### src/rtl/boot_loader.sv
// Boot loader: streams a program image out of an SPI EEPROM (mode 0, sequential read)
// and writes it word-by-word into SRAM through the memory controller's boot port.
module boot_loader #(
  parameter logic [15:0] LAST_ADDR  = 16'hFFFF,
  parameter int unsigned SCK_DIV    = 2,
  parameter int unsigned ADDR_BYTES = 3,
  parameter logic [7:0]  CMD_READ   = 8'h03,
  parameter int unsigned WR_CYCLES  = 2
) (
  input  logic        clk,
  input  logic        rst,
  input  logic        spiSDI,
  output logic        spiSCK,
  output logic        spiSCS,
  output logic        spiSDO,
  output logic [15:0] bootAddr,
  output logic [15:0] bootData,
  output logic        bootWr,
  output logic        bootEn,
  output logic        isBooted
);

  typedef enum logic [3:0] {
    IDLE, SELECT, CMD, ADDR, RD_HI, RD_LO, WRITE, DESELECT, DONE
  } stateT;

  localparam logic [15:0] LO_END   = 16'(SCK_DIV - 1);
  localparam logic [15:0] BIT_END  = 16'(2 * SCK_DIV - 1);
  localparam logic [15:0] WR_END   = 16'(WR_CYCLES - 1);
  localparam logic [15:0] ADDR_END = 16'(8 * ADDR_BYTES - 1);

  stateT       state, stateN;
  logic [15:0] ph, phN;
  logic [15:0] bitCnt, bitN;
  logic [7:0]  txShift, txN;
  logic [14:0] rxShift, rxN;
  logic        sckN, scsN, sdoN, wrN, bootedN;
  logic [15:0] addrN, dataN;

  always_ff @(posedge clk) begin
    if (rst) begin
      state    <= IDLE;
      ph       <= '0;
      bitCnt   <= '0;
      txShift  <= '0;
      rxShift  <= '0;
      spiSCK   <= 1'b0;
      spiSCS   <= 1'b1;
      spiSDO   <= 1'b0;
      bootAddr <= '0;
      bootData <= '0;
      bootWr   <= 1'b0;
      bootEn   <= 1'b0;
      isBooted <= 1'b0;
    end else begin
      state    <= stateN;
      ph       <= phN;
      bitCnt   <= bitN;
      txShift  <= txN;
      rxShift  <= rxN;
      spiSCK   <= sckN;
      spiSCS   <= scsN;
      spiSDO   <= sdoN;
      bootAddr <= addrN;
      bootData <= dataN;
      bootWr   <= wrN;
      bootEn   <= wrN;
      isBooted <= bootedN;
    end
  end

  always_comb begin
    stateN  = state;
    phN     = ph;
    bitN    = bitCnt;
    txN     = txShift;
    rxN     = rxShift;
    sckN    = spiSCK;
    scsN    = spiSCS;
    sdoN    = spiSDO;
    addrN   = bootAddr;
    dataN   = bootData;
    wrN     = 1'b0;
    bootedN = isBooted;

    case (state)
      IDLE: begin
        stateN = SELECT;
        scsN   = 1'b0;
        phN    = '0;
      end
      SELECT: begin
        if (ph == LO_END) begin
          stateN = CMD;
          phN    = '0;
          bitN   = '0;
          sdoN   = CMD_READ[7];
          txN    = {CMD_READ[6:0], 1'b0};
        end else begin
          phN = ph + 16'd1;
        end
      end
      CMD, ADDR, RD_HI, RD_LO: begin
        // One bit per 2*SCK_DIV clocks: SCK rises mid-bit; the edge that ends the
        // high phase samples SDI, drops SCK and launches the next SDO bit.
        phN = ph + 16'd1;
        if (ph == LO_END) sckN = 1'b1;
        if (ph == BIT_END) begin
          sckN = 1'b0;
          phN  = '0;
          bitN = bitCnt + 16'd1;
          sdoN = 1'b0;
          case (state)
            CMD: begin
              if (bitCnt == 16'd7) begin
                stateN = (ADDR_BYTES == 0) ? RD_HI : ADDR;
                bitN   = '0;
              end else begin
                sdoN = txShift[7];
                txN  = {txShift[6:0], 1'b0};
              end
            end
            ADDR: begin
              if (bitCnt == ADDR_END) begin
                stateN = RD_HI;
                bitN   = '0;
              end
            end
            RD_HI: begin
              rxN = {rxShift[13:0], spiSDI};
              if (bitCnt == 16'd7) begin
                stateN = RD_LO;
                bitN   = '0;
              end
            end
            RD_LO: begin
              rxN = {rxShift[13:0], spiSDI};
              if (bitCnt == 16'd7) begin
                stateN = WRITE;
                bitN   = '0;
                dataN  = {rxShift[14:0], spiSDI};
                wrN    = 1'b1;
              end
            end
            default: ;
          endcase
        end
      end
      WRITE: begin
        wrN = 1'b1;
        if (ph == WR_END) begin
          wrN = 1'b0;
          phN = '0;
          if (bootAddr == LAST_ADDR) begin
            stateN = DESELECT;
            scsN   = 1'b1;
          end else begin
            addrN  = bootAddr + 16'd1;
            stateN = RD_HI;
            bitN   = '0;
          end
        end else begin
          phN = ph + 16'd1;
        end
      end
      DESELECT: begin
        if (ph == LO_END) begin
          stateN  = DONE;
          bootedN = 1'b1;
        end else begin
          phN = ph + 16'd1;
        end
      end
      DONE: ;
      default: stateN = IDLE;
    endcase
  end

endmodule
### config.mk
export PLATFORM = sky130hd
export DESIGN_NAME = boot_loader
export DESIGN_NICKNAME = d
export VERILOG_FILES = /design/src/rtl/boot_loader.sv
export SDC_FILE = /design/constraint.sdc
export NUM_CORES = 1
export LEC_CHECK = 0
export BUFFER_PORTS_ARGS = -buffer_cell sky130_fd_sc_hd__buf_2
export CORE_UTILIZATION = 35
export DETAILED_ROUTE_END_ITERATION = 7
export SETUP_SLACK_MARGIN = 0.3
export SLEW_MARGIN = 20
export SYNTH_ARGS = -nofsm -noshare
export SYNTH_HDL_FRONTEND = slang
export SYNTH_SLANG_ARGS = --single-unit
export TNS_END_PERCENT = 1
### constraint.sdc
create_clock -name clk -period 3.2 [get_ports clk]
set_input_delay 0.32 -clock clk [delete_from_list [all_inputs] [get_ports clk]]
set_output_delay 0.32 -clock clk [all_outputs]
set_load 0.05 [all_outputs]
# Word-level counts from Yosys, hierarchy flattened
# Index checks and enable logic that the tools add are counted.
dict set report word_totals {
  ff_bits 96
  latch_bits 0
  ram_bits 0
  romBits 0
  inputBits 3
  out_inout_bits 38
  mem_count 0
}
dict set report classes {
  add_sub_neg 3
  mul 0
  div_mod_pow 0
  magnitude_cmp 0
  n_eq_ne 27
  n_shift 0
  n_mux 43
  bitwise 2
  n_reduce_logical 21
}
# op count
set ops {}
lappend ops {{$mux W16} 9}
lappend ops {{$pmux W16 S4} 1}
lappend ops {{$add A16 B1 Y16 const B} 3}
lappend ops {{$pmux W16 S3} 1}
lappend ops {{$mux W4} 8}
lappend ops {{$mux W8} 4}
lappend ops {{$pmux W16 S2} 1}
lappend ops {{$pmux W4 S6} 1}
lappend ops {{$ne A2 B2 Y1 const B} 9}
lappend ops {{$eq A16 B1 Y1 const B} 1}
lappend ops {{$eq A16 B16 Y1 const B} 1}
lappend ops {{$eq A16 B2 Y1 const B} 1}
lappend ops {{$eq A16 B3 Y1 const B} 1}
lappend ops {{$eq A16 B5 Y1 const B} 1}
lappend ops {{$eq A4 B3 Y1 const B} 4}
lappend ops {{$pmux W4 S4} 1}
lappend ops {{$pmux W8 S2} 1}
lappend ops {{$mux W1} 12}
lappend ops {{$ne A3 B3 Y1 const B} 4}
lappend ops {{$reduce_and A3 Y1} 4}
lappend ops {{$reduce_and A10 Y1} 1}
lappend ops {{$reduce_and A5 Y1} 2}
lappend ops {{$eq A4 B2 Y1 const B} 2}
lappend ops {{$pmux W1 S2} 3}
lappend ops {{other kinds (14)} 20}

# Logic depth before layout (Yosys ltp)
# Gate-level depths: netlist of run 1.
dict set report depth {
  ltp_word 5
  mapped_depth 10
  depth_no_buf 8
}

# Worst setup path before layout of run 1
# Ideal clock, no wire load.
dict set report synth_timing {
  path_kind {reg2reg}
  startpoint {register bootAddr[0]}
  endpoint {register bitCnt[8]}
  setup_time_ps 87
  arrival_ps 2582
  t_required_ps 3113
  setup_slack_ps 531
  stages_incl_launch_ff 9
  n_path_buf 1
  period_less_slack_ps 2669
  cell_sequence {dfxtp_1 -> ha_1 -> nand3_1 -> or4_1 -> o21ai_0 -> o21a_1 -> clkbuf_1 -> o21ai_0 -> o31ai_1}
}
dict set report synth_via {
  elab_chain_len 3
}
# item line
set synth_lines {}
lappend synth_lines {{from (decl)} 16} ;# output logic [15:0] bootAddr,
lappend synth_lines {{from (signal assigned)} 64} ;# bootAddr <= addrN;
lappend synth_lines {{$eq A16 B16 Y1} 154} ;# if (bootAddr == LAST_ADDR) begin
lappend synth_lines {{$ne A2 B2 Y1 (no source line)} --}
lappend synth_lines {{$reduce_and A5 Y1 (no source line)} --}
lappend synth_lines {{to (signal assigned)} 58} ;# bitCnt <= bitN;
lappend synth_lines {{to (decl)} 34} ;# logic [15:0] bitCnt, bitN;
# Every way passes these cells.
# A chain may end at the register's enable or synchronous reset.

# Worst setup path in the final report of run 1
dict set report layout_timing {
  startpoint {register state[1]}
  endpoint {register bitCnt[8]}
}
dict set report layout_via {
  elab_chain_len 5
  word_cells_on_any_way 17
  classes_between {eq/ne (10); mux (3); reduce/logical (4)}
}
# item line
set layout_lines {}
lappend layout_lines {{from (decl)} 32} ;# stateT state, stateN;
lappend layout_lines {{from (signal assigned)} 56} ;# state <= stateN;
lappend layout_lines {{$eq A4 B3 Y1 or $eq A4 B2 Y1 (tied branches)} {86, 113}}
lappend layout_lines {{$reduce_or A3 Y1 (no source line)} --}
lappend layout_lines {{$pmux W16 S2} 113} ;# case (state)
lappend layout_lines {{$mux W16} 108} ;# if (ph == BIT_END) begin
lappend layout_lines {{$pmux W16 S3} 86} ;# case (state)
# Several ways; a longest one is shown, not always the timed one. The select of a mux whose other input is x is not followed.

==> flow_summary.json, run 1 <==
{
  "status": "completed",
  "tns_ns": 0,
  "nNetsFinal": 533,
  "fillers": 1261,
  "synth_most_common_cell": "dfxtp_1",
  "hp-class": "in -> reg",
  "worst_pin_slew_ns": 0.723,
  "cp_common_cell": "o21ai_0",
  "synth_area_leaders": "dfxtp_1 (43%), mux2i_1 (7.3%), nor2_1 (6.8%)",
  "fin_ws_ns": 0.514,
  "critPathSlowestCell": "dfxtp_1",
  "worstSetupPathDepth": 6,
  "worst-r2r-cell-count": 6,
  "drive_gt1_frac": 0.162,
  "coreArea_sq_mm": 0.0121,
  "grt_pass1_wl_um": 15800,
  "avgSynthCellArea_sq_um": 8.95,
  "min_from": "spiSDI",
  "cts_tree": "yes",
  "routedWlPerCell_um": 13.0,
  "fmax_mhz": 372,
  "rsz0062_at_grt": "no",
  "wirelength_um": 9120,
  "dpl.hpwl_um": 6390,
  "gp_congestion": 0.776,
  "grt_usage": 0.151,
  "numCtsBuffers": 9,
  "startpoint": "state[1]",
  "core.rowCount": 40,
  "vdd_drop_max_mv": 0.274,
  "syn_nets": 497,
  "finClkSkew_ns": 0.00781,
  "critPathKind": "reg -> reg",
  "dp_slack_ns": 0.416,
  "synth_common_cells": "dfxtp_1 (95), nor2_1 (80), mux2i_1 (32), nand2_1 (26), o21ai_0 (19)",
  "antenna_found_initial": 0,
  "yosys_warnings": 0,
  "vias_per_cell": 5.06,
  "min_period_over_period": 0.839,
  "route.antenna.remaining_nets": 0,
  "synth-edff-count": 0,
  "die_w_um": 114,
  "cts_hold_buf": 0,
  "cp_data_arrival_time_ns": 2.95,
  "path_cells": "or2b_2 -> or3_1 -> o21ai_0 -> o21a_1 -> o21ai_0 -> o31ai_1",
  "die_h_um": 114,
  "finalSetupViolCount": 0,
  "drt_iter0_drc": 123,
  "die_area_sq_mm": 0.0130,
  "critPathLaunchType": "flop",
  "synth_xor_area_frac": 0.0539,
  "synth-seq-cells": 95,
  "power_density_mw_per_mm2": 596,
  "cts_buffer_depth": 2,
  "ys_seq_area_frac": 0.434,
  "synth_top_area_cell": "dfxtp_1",
  "reg2reg_from": "state[1]",
  "numPortBuffers": 40,
  "clock_latency_ns": 0.35,
  "synthFlopType": "dfxtp_1",
  "crit_path_end_kind": "flop",
  "clkSlewWorstSetupHoldPaths_ns": 0.07,
  "critPathMaxStageDelay_ns": 0.57,
  "fin_util": 0.414,
  "fin_crit_ns": 2.69,
  "netlist-cell-type-count": 62,
  "drc_errors": 0,
  "synthSimpleGateAreaFrac": 0.264,
  "cts.sinks": 95,
  "cp_top_family": "compound AO/OA/AOI/OAI gates",
  "grt_max_degree": 41,
  "boundaryPins": 41,
  "slew_violations": 0,
  "async_reset_ff_frac": 0,
  "overflow": 0,
  "worstPathMaxFanout": 16,
  "synth-adder-area-share": 0.0114,
  "via_count": 3537,
  "synthCells": 490,
  "cts_setup_buffers": 0,
  "grt_pass1_vias": 3337,
  "whs_path_depth": 3,
  "worstPathRequired_ns": 3.47,
  "p_leak_nw": 1.83,
  "synth_top_family_by_area": "simple AND/OR/NAND/NOR gates",
  "dr.pass1.iters": 4,
  "synth_compound_area_frac": 0.116,
  "synthMuxAreaShare": 0.0731,
  "synth_top_area_share": 0.434,
  "start_util": 0.362,
  "crit_buf_inv": 0,
  "hold_viol": 0,
  "drv_cap": 0,
  "num_antenna_cells": 0,
  "root_buffer": "clkbuf_16",
  "area_growth_pct": 14.3,
  "timing.slew.headroom": 0.514,
  "htreeDepth": 3,
  "netlist_area_sq_mm": 0.00438
}
cell usage in the layout, fill, tap and decap left out, drive strengths merged, types with 3 or more instances in the layout:
cell type  count
dfxtp         95
nor2          80
buf           50
mux2i         32
o21ai         31
nand2         27
nand3         17
nand4         15
xor2          15
and3          14
nor3          13
inv           13
xnor2         12
nor4          12
a21oi         11
clkbuf        10
a22oi          7
a31oi          7
or4            7
nor2b          6
and4           5
or3            4
ha             4
or2b           4
o31ai          4
nand3b         3
sequential cells by signal, indices dropped and copies added, names as in the netlist:
register and flops:
spiSCK 1, bitCnt 16, bootAddr 16, spiSDO 1
ph 16, spiSCS 1, bootEn 1, bootData 16
isBooted 1, txShift 7, rxShift 15, state 4
cell families after synthesis:
logic type	after synthesis
AO/OA/AOI/OAI	77
XOR/XNOR	27
adder cells (fa/ha/maj)	4
buffers and inverters	35
flip-flops	95
multiplexers	32
AND/OR/NAND/NOR	220
final timing paths:
| path | endpoint | slack (ns) |
|---|---|---|
| setup / recovery | bitCnt[8] | 0.51 |
| hold / removal | rxShift[0] | 0.24 |
| hold reg to reg | bitCnt[15] | 0.47 |
| setup reg to reg | bitCnt[8] | 0.51 |
layout make-up:
type                            count  area [sq um]  share of cell area
Timing Repair Buffer               50           275              0.0549
Multi-Input combinational cell    360          2290               0.458
Clock inverter                      6          51.3              0.0102
Sequential cell                    95          1900               0.380
Inverter                           10          37.5             0.00749
Clock buffer                       10           239              0.0477
Tap cell                          168           210              0.0420
per-stage QoR:
| stage | hold slack, ns | power (W) | cells | cell area [sq um] |
|---|---|---|---|---|
| CTS | 0.229 | 0.00302 | 699 | 4990 |
| finish | 0.238 | 0.00299 | 699 | 5010 |
| floorplan | 0.430 | 0.00186 | 490 | 4380 |
| detailed placement | 0.459 | 0.00197 | 683 | 4700 |
| global route | 0.278 | 0.00315 | 699 | 5010 |
| global placement | 0.449 | 0.00196 | 683 | 4700 |
repair_timing:
action,in CTS,in global routing
endpoints found under the hold margin,0,0
gates resized for setup,0,3
endpoints found under the setup margin,0,28
worst register-to-register path: cells and delay by family, from the launching register on:
family          cells  cell delay [ns]
flops               1             0.57
compound gates      4             1.24
simple gates        2             0.79
power breakdown:
group / total (W) / internal [W] / switching, W / leakage, nW
registers: 0.00129 / 0.00122 / 0.0000733 / 0.766
logic: 0.000657 / 0.000240 / 0.000418 / 0.921
clock network: 0.00104 / 0.000559 / 0.000478 / 0.140
per-layer routing:
metal / vias to the layer above / routed length, um / global-route usage
met5: - / 0 / 0
met4: 0 / 163 / 0.0649
met3: 11 / 308 / 0.0335
met2: 47 / 4160 / 0.238
met1: 1665 / 4490 / 0.199
li1: 1814 / - / -
Note: power is estimated with default switching activity, not from simulation.
==> inputs of run 2 (changes only) <==
==> constraint.sdc (replaced) <==
create_clock -name clk -period 2.5 [get_ports clk]
set_input_delay 0.25 -clock clk [delete_from_list [all_inputs] [get_ports clk]]
set_output_delay 0.25 -clock clk [all_outputs]
set_load 0.05 [all_outputs]
==> run 2 against run 1 <==
Against the previous run: power up 34%; clock-buffer cell count fell by 1; register-to-register slack got worse by 0.40 ns; critical path type unchanged; highest routed layer unchanged.
==> flow_summary.json, run 2 (same netlist as run 1, synthesis figures left out) <==
{
  "status": "completed",
  "crit_buf_inv": 0,
  "switching_power_w": 0.00134,
  "critPathLaunchType": "flop",
  "overflow": 0,
  "wirelength_um": 9490,
  "worstPathRequired_ns": 2.77,
  "timing.slew.headroom": 0.549,
  "numPortBuffers": 40,
  "slew_violations": 0,
  "cts_tree": "yes",
  "fmax_mhz": 420,
  "cts_buffer_depth": 2,
  "routedWlPerCell_um": 13.2,
  "grt_pass1_wl_um": 16000,
  "num_antenna_cells": 0,
  "route.antenna.remaining_nets": 0,
  "min_period_over_period": 0.953,
  "die_area_sq_mm": 0.0130,
  "cts_hold_buf": 0,
  "critPathMaxStageDelay_ns": 0.55,
  "finClkSkew_ns": 0.0121,
  "grt_usage": 0.156,
  "fin_crit_ns": 2.38,
  "clockPowerShare": 0.346,
  "sw_frac_of_total": 0.335,
  "boundaryPins": 41,
  "cts.sinks": 95,
  "crit_path_end_kind": "flop",
  "p_leak_nw": 1.97,
  "worst_pin_slew_ns": 0.677,
  "drive_gt1_frac": 0.239,
  "finalSetupViolCount": 0,
  "tns_ns": 0,
  "combPwrFrac": 0.253,
  "cp_data_arrival_time_ns": 2.65,
  "hold_viol": 0,
  "dp.cells": 703,
  "area_growth_pct": 20.2,
  "via_count": 3656,
  "path_cells": "or4_4 -> or4_4 -> o2111a_1 -> nor3_4 -> nand2_2 -> a221oi_2",
  "drv_cap": 0,
  "grt_max_degree": 67,
  "vdd_drop_max_mv": 0.479,
  "core.rowCount": 40,
  "root_buffer": "clkbuf_16",
  "coreArea_sq_mm": 0.0121,
  "hp-class": "in -> reg",
  "drc_errors": 0,
  "start_util": 0.362,
  "dr.pass1.iters": 4,
  "seqPwrFrac": 0.401,
  "nNetsFinal": 555,
  "fillers": 1239,
  "drt_iter0_drc": 225,
  "cp_common_cell": "or4_4",
  "dpl.hpwl_um": 6560,
  "antenna_found_initial": 0,
  "final_cell_mix": "nor2_1 (80), dfxtp_1 (79), buf_2 (40)",
  "cp_top_family": "simple AND/OR/NAND/NOR gates",
  "clock_latency_ns": 0.36,
  "critPathSlowestCell": "or4_4",
  "clkSlewWorstSetupHoldPaths_ns": 0.07,
  "numCtsBuffers": 9,
  "rsz0062_at_grt": "yes",
  "vias_per_cell": 5.07,
  "die_w_um": 114,
  "gp_congestion": 0.858,
  "worstPathMaxFanout": 7,
  "grt_pass1_vias": 3340,
  "die_h_um": 114,
  "fin_cells": 721,
  "mostFrequentLayoutCell": "nor2_1",
  "critPathKind": "reg -> reg",
  "htreeDepth": 3,
  "power_density_mw_per_mm2": 761,
  "p_int_w": 0.00267
}
## run 2: area by class of cell
cell class | instances | area, sq um | area share
Timing Repair Buffer | 72 | 457 | 0.0867
Inverter | 10 | 37.5 | 0.00712
Multi-Input combinational cell | 360 | 2340 | 0.444
Tap cell | 168 | 210 | 0.0399
Sequential cell | 95 | 1920 | 0.365
Clock buffer | 9 | 225 | 0.0427
Clock inverter | 7 | 78.8 | 0.0150
## run 2: metrics by stage
step | setup WS (ns) | cell area (sq um) | hold slack [ns] | util | power, W
final | 0.118 | 5270 | 0.161 | 0.435 | 0.00401
after global routing | 0.0435 | 5270 | 0.187 | 0.435 | 0.00421
after detailed placement | 0.112 | 4900 | 0.452 | 0.405 | 0.00261
after floorplan | 0.217 | 4430 | 0.397 | - | 0.00239
after CTS | 0.121 | 5230 | 0.162 | 0.432 | 0.00402
after global placement | 0.182 | 4900 | 0.448 | 0.405 | 0.00259
## run 2: final timing paths
kind               from         end  slack (ns)  cells after the start
min reg2reg  txShift[7]      spiSDO        0.47                      2
min              spiSDI  rxShift[0]        0.16                      3
max reg2reg   bitCnt[7]    state[3]        0.12                      6
max           bitCnt[7]    state[3]        0.12                      6
## run 2: power by group through the flow
stage	Combinational [W]	Clock (W)	Sequential, W
after floorplan	0.000727	0	0.00166
after global placement	0.000953	0	0.00164
after detailed placement	0.000963	0	0.00164
after CTS	0.000990	0.00142	0.00161
after global routing	0.00112	0.00148	0.00162
final	0.00102	0.00139	0.00161
## run 2: worst min-delay path: cells and delay by family
kind / cells / cell delay [ns]
buffers and inverters: 1 / 0.09
and+or+nand+nor: 1 / 0.08
muxes: 1 / 0.06
## run 2: timing repair
item | in CTS | in global routing
buffers inserted | 1 | 0
endpoints found under the hold margin | 0 | 0
gates resized for setup | 4 | 6
cloned | 0 | 1
pin swaps | 3 | 0
endpoints found under the setup margin | 57 | 64
## run 2: metal layers
metal	routed length (um)	GRT usage	part of all wire
met4	146	0.0571	0.015
met1	4590	0.202	0.48
met3	467	0.0478	0.049
met2	4280	0.243	0.45
met5	0	0	0
==> inputs of run 3 (changes only) <==
--- a/config.mk
+++ b/config.mk
@@ -8,6 +8,7 @@
 export BUFFER_PORTS_ARGS = -buffer_cell sky130_fd_sc_hd__buf_2
 export CORE_UTILIZATION = 35
 export DETAILED_ROUTE_END_ITERATION = 7
+export PLACE_DENSITY = 0.59
 export SETUP_SLACK_MARGIN = 0.3
 export SLEW_MARGIN = 20
 export SYNTH_ARGS = -nofsm -noshare
==> run 3 against run 2 <==
Against the previous run: via count up 1.3%; largest cell class unchanged; die area unchanged; non-clock buffer count is 3 higher; clock power about the same; highest routed layer unchanged; clock-buffer cell count did not move; sequential power about the same; clock skew decreased by 0.0033 ns; largest power group unchanged.
==> flow_summary.json, run 3 (same netlist as run 1, synthesis figures left out) <==
{
  "status": "completed",
  "die_w_um": 114,
  "whs_path_depth": 3,
  "drive_gt1_frac": 0.282,
  "finClkSkew_ns": 0.00882,
  "worstPathRequired_ns": 2.74,
  "start_util": 0.362,
  "p_int_w": 0.00276,
  "route.antenna.remaining_nets": 0,
  "timing.slew.headroom": 0.560,
  "crit_path_end_kind": "flop",
  "min_to": "rxShift[0]",
  "core.rowCount": 40,
  "ff2ff_setup_slack_ns": 0.13,
  "via_count": 3704,
  "grt_pass1_wl_um": 16200,
  "die_h_um": 114,
  "min_period_over_period": 0.949,
  "fin_crit_ns": 2.37,
  "fmax_mhz": 421,
  "drt_iter0_drc": 139,
  "grt_pass1_vias": 3475,
  "hp-class": "in -> reg",
  "slew_violations": 0,
  "vias_per_cell": 5.12,
  "worst_pin_slew_ns": 0.659,
  "r2r-end": "bitCnt[9]",
  "min_from": "spiSDI",
  "dr.pass1.iters": 4,
  "combPwrFrac": 0.283,
  "cts.sinks": 95,
  "htreeDepth": 3,
  "dpl.hpwl_um": 6480,
  "place_area_sq_mm": 0.00486,
  "die_area_sq_mm": 0.0130,
  "grt_max_degree": 67,
  "finalSetupViolCount": 0,
  "drc_errors": 0,
  "met1_length_um": 4680,
  "critPathSlowestCell": "or4_4",
  "tns_ns": 0,
  "numPortBuffers": 40,
  "wirelength_um": 9670,
  "critPathLaunchType": "flop",
  "crit_buf_inv": 2,
  "numCtsBuffers": 9,
  "cts_buffer_depth": 2,
  "overflow": 0,
  "cp_data_arrival_time_ns": 2.61,
  "sw_frac_of_total": 0.337,
  "mostFrequentLayoutCell": "nor2_1",
  "p_leak_nw": 2.03,
  "drv_cap": 0,
  "critPathMaxStageDelay_ns": 0.53,
  "cts_tree": "yes",
  "cp_top_family": "simple AND/OR/NAND/NOR gates",
  "grt_usage": 0.153,
  "cts_hold_buf": 0,
  "root_buffer": "clkbuf_16",
  "maxUsedRoutingLayer": "met4",
  "vdd_drop_max_mv": 0.399,
  "clkSlewWorstSetupHoldPaths_ns": 0.07,
  "clockPowerShare": 0.328,
  "hold_viol": 0,
  "boundaryPins": 41,
  "seqPwrFrac": 0.390,
  "fin_ws_ns": 0.128,
  "final_cell_mix": "nor2_1 (80), dfxtp_1 (73), buf_2 (40)",
  "fillers": 1225,
  "antenna_found_initial": 0,
  "path_cells": "or4_4 -> or4_4 -> o311ai_4 -> buf_6 -> buf_6 -> a31oi_1 -> o21ai_1 -> o31ai_1",
  "gp_congestion": 0.838,
  "num_antenna_cells": 0,
  "design_area_sq_mm": 0.00543,
  "nNetsFinal": 558,
  "area_growth_pct": 23.8,
  "switching_power_w": 0.00140,
  "reg2reg_from": "bitCnt[7]",
  "power_density_mw_per_mm2": 767,
  "dp_slack_ns": 0.0841,
  "coreArea_sq_mm": 0.0121,
  "wl_met2_um": 4550,
  "worstPathMaxFanout": 12,
  "clock_latency_ns": 0.35,
  "routedWlPerCell_um": 13.4,
  "worst-r2r-cell-count": 8,
  "met3WireLength_um": 295,
  "rsz0062_at_grt": "yes",
  "critPathKind": "reg -> reg"
}
==> run 3: timing repair <==
item                                    CTS  global route
resized for setup                         9            45
cloned                                    0             0
endpoints found under the setup margin   34            74
pin swaps                                 6            26
buffers inserted                          6             4
==> run 3: power by group through the flow <==
| stage | Sequential, W | Combinational [W] | Clock, W |
|---|---|---|---|
| finish | 0.00162 | 0.00118 | 0.00136 |
| global route | 0.00163 | 0.00129 | 0.00145 |
| CTS | 0.00162 | 0.000997 | 0.00140 |
| detailed placement | 0.00165 | 0.000928 | 0 |
| global placement | 0.00165 | 0.000919 | 0 |
| floorplan | 0.00166 | 0.000727 | 0 |
==> run 3: how the worst max path moves through the flow <==
stage | to | from | depth (start not counted) | slack (ns)
after floorplan | bitCnt[1] | bitCnt[7] | 6 | 0.22
after global placement | state[3] | bitCnt[0] | 7 | 0.13
after detailed placement | state[1] | bitCnt[0] | 7 | 0.08
after CTS | state[3] | bitCnt[5] | 6 | 0.12
after global routing | bitCnt[15] | ph[8] | 8 | 0.03
final | bitCnt[9] | bitCnt[7] | 8 | 0.13
==> run 3: through the flow <==
step	total power, W	std cells	util	hold slack [ns]
global placement	0.00257	698	0.402	0.448
global route	0.00437	724	0.448	0.199
detailed placement	0.00258	698	0.402	0.461
CTS	0.00402	720	0.432	0.161
finish	0.00416	724	0.448	0.173
floorplan	0.00239	490	-	0.397
==> run 3: routing by layer <==
metal | track usage | up-vias
met5 | 0 | -
met4 | 0.0597 | 0
li1 | - | 1876
met1 | 0.204 | 1757
met2 | 0.245 | 60
met3 | 0.0266 | 11
==> run 3: area by class of cell <==
type / count / area [sq um] / share of cell area
multi-input cells: 360 / 2460 / 0.453
flip-flops and latches: 95 / 1940 / 0.357
repair buffers: 75 / 494 / 0.0910
clock buffers: 9 / 225 / 0.0415
well taps: 168 / 210 / 0.0387
clock inverters: 7 / 66.3 / 0.0122
inverters: 10 / 37.5 / 0.00691
==> run 3: worst reg2reg max path, delay by kind of cell, from the launching register on <==
kind / cells / cell delay [ns]
AO/OA/AOI/OAI: 4 / 0.52
buffers and inverters: 2 / 0.31
AND/OR/NAND/NOR: 2 / 1.06
flip-flops: 1 / 0.36
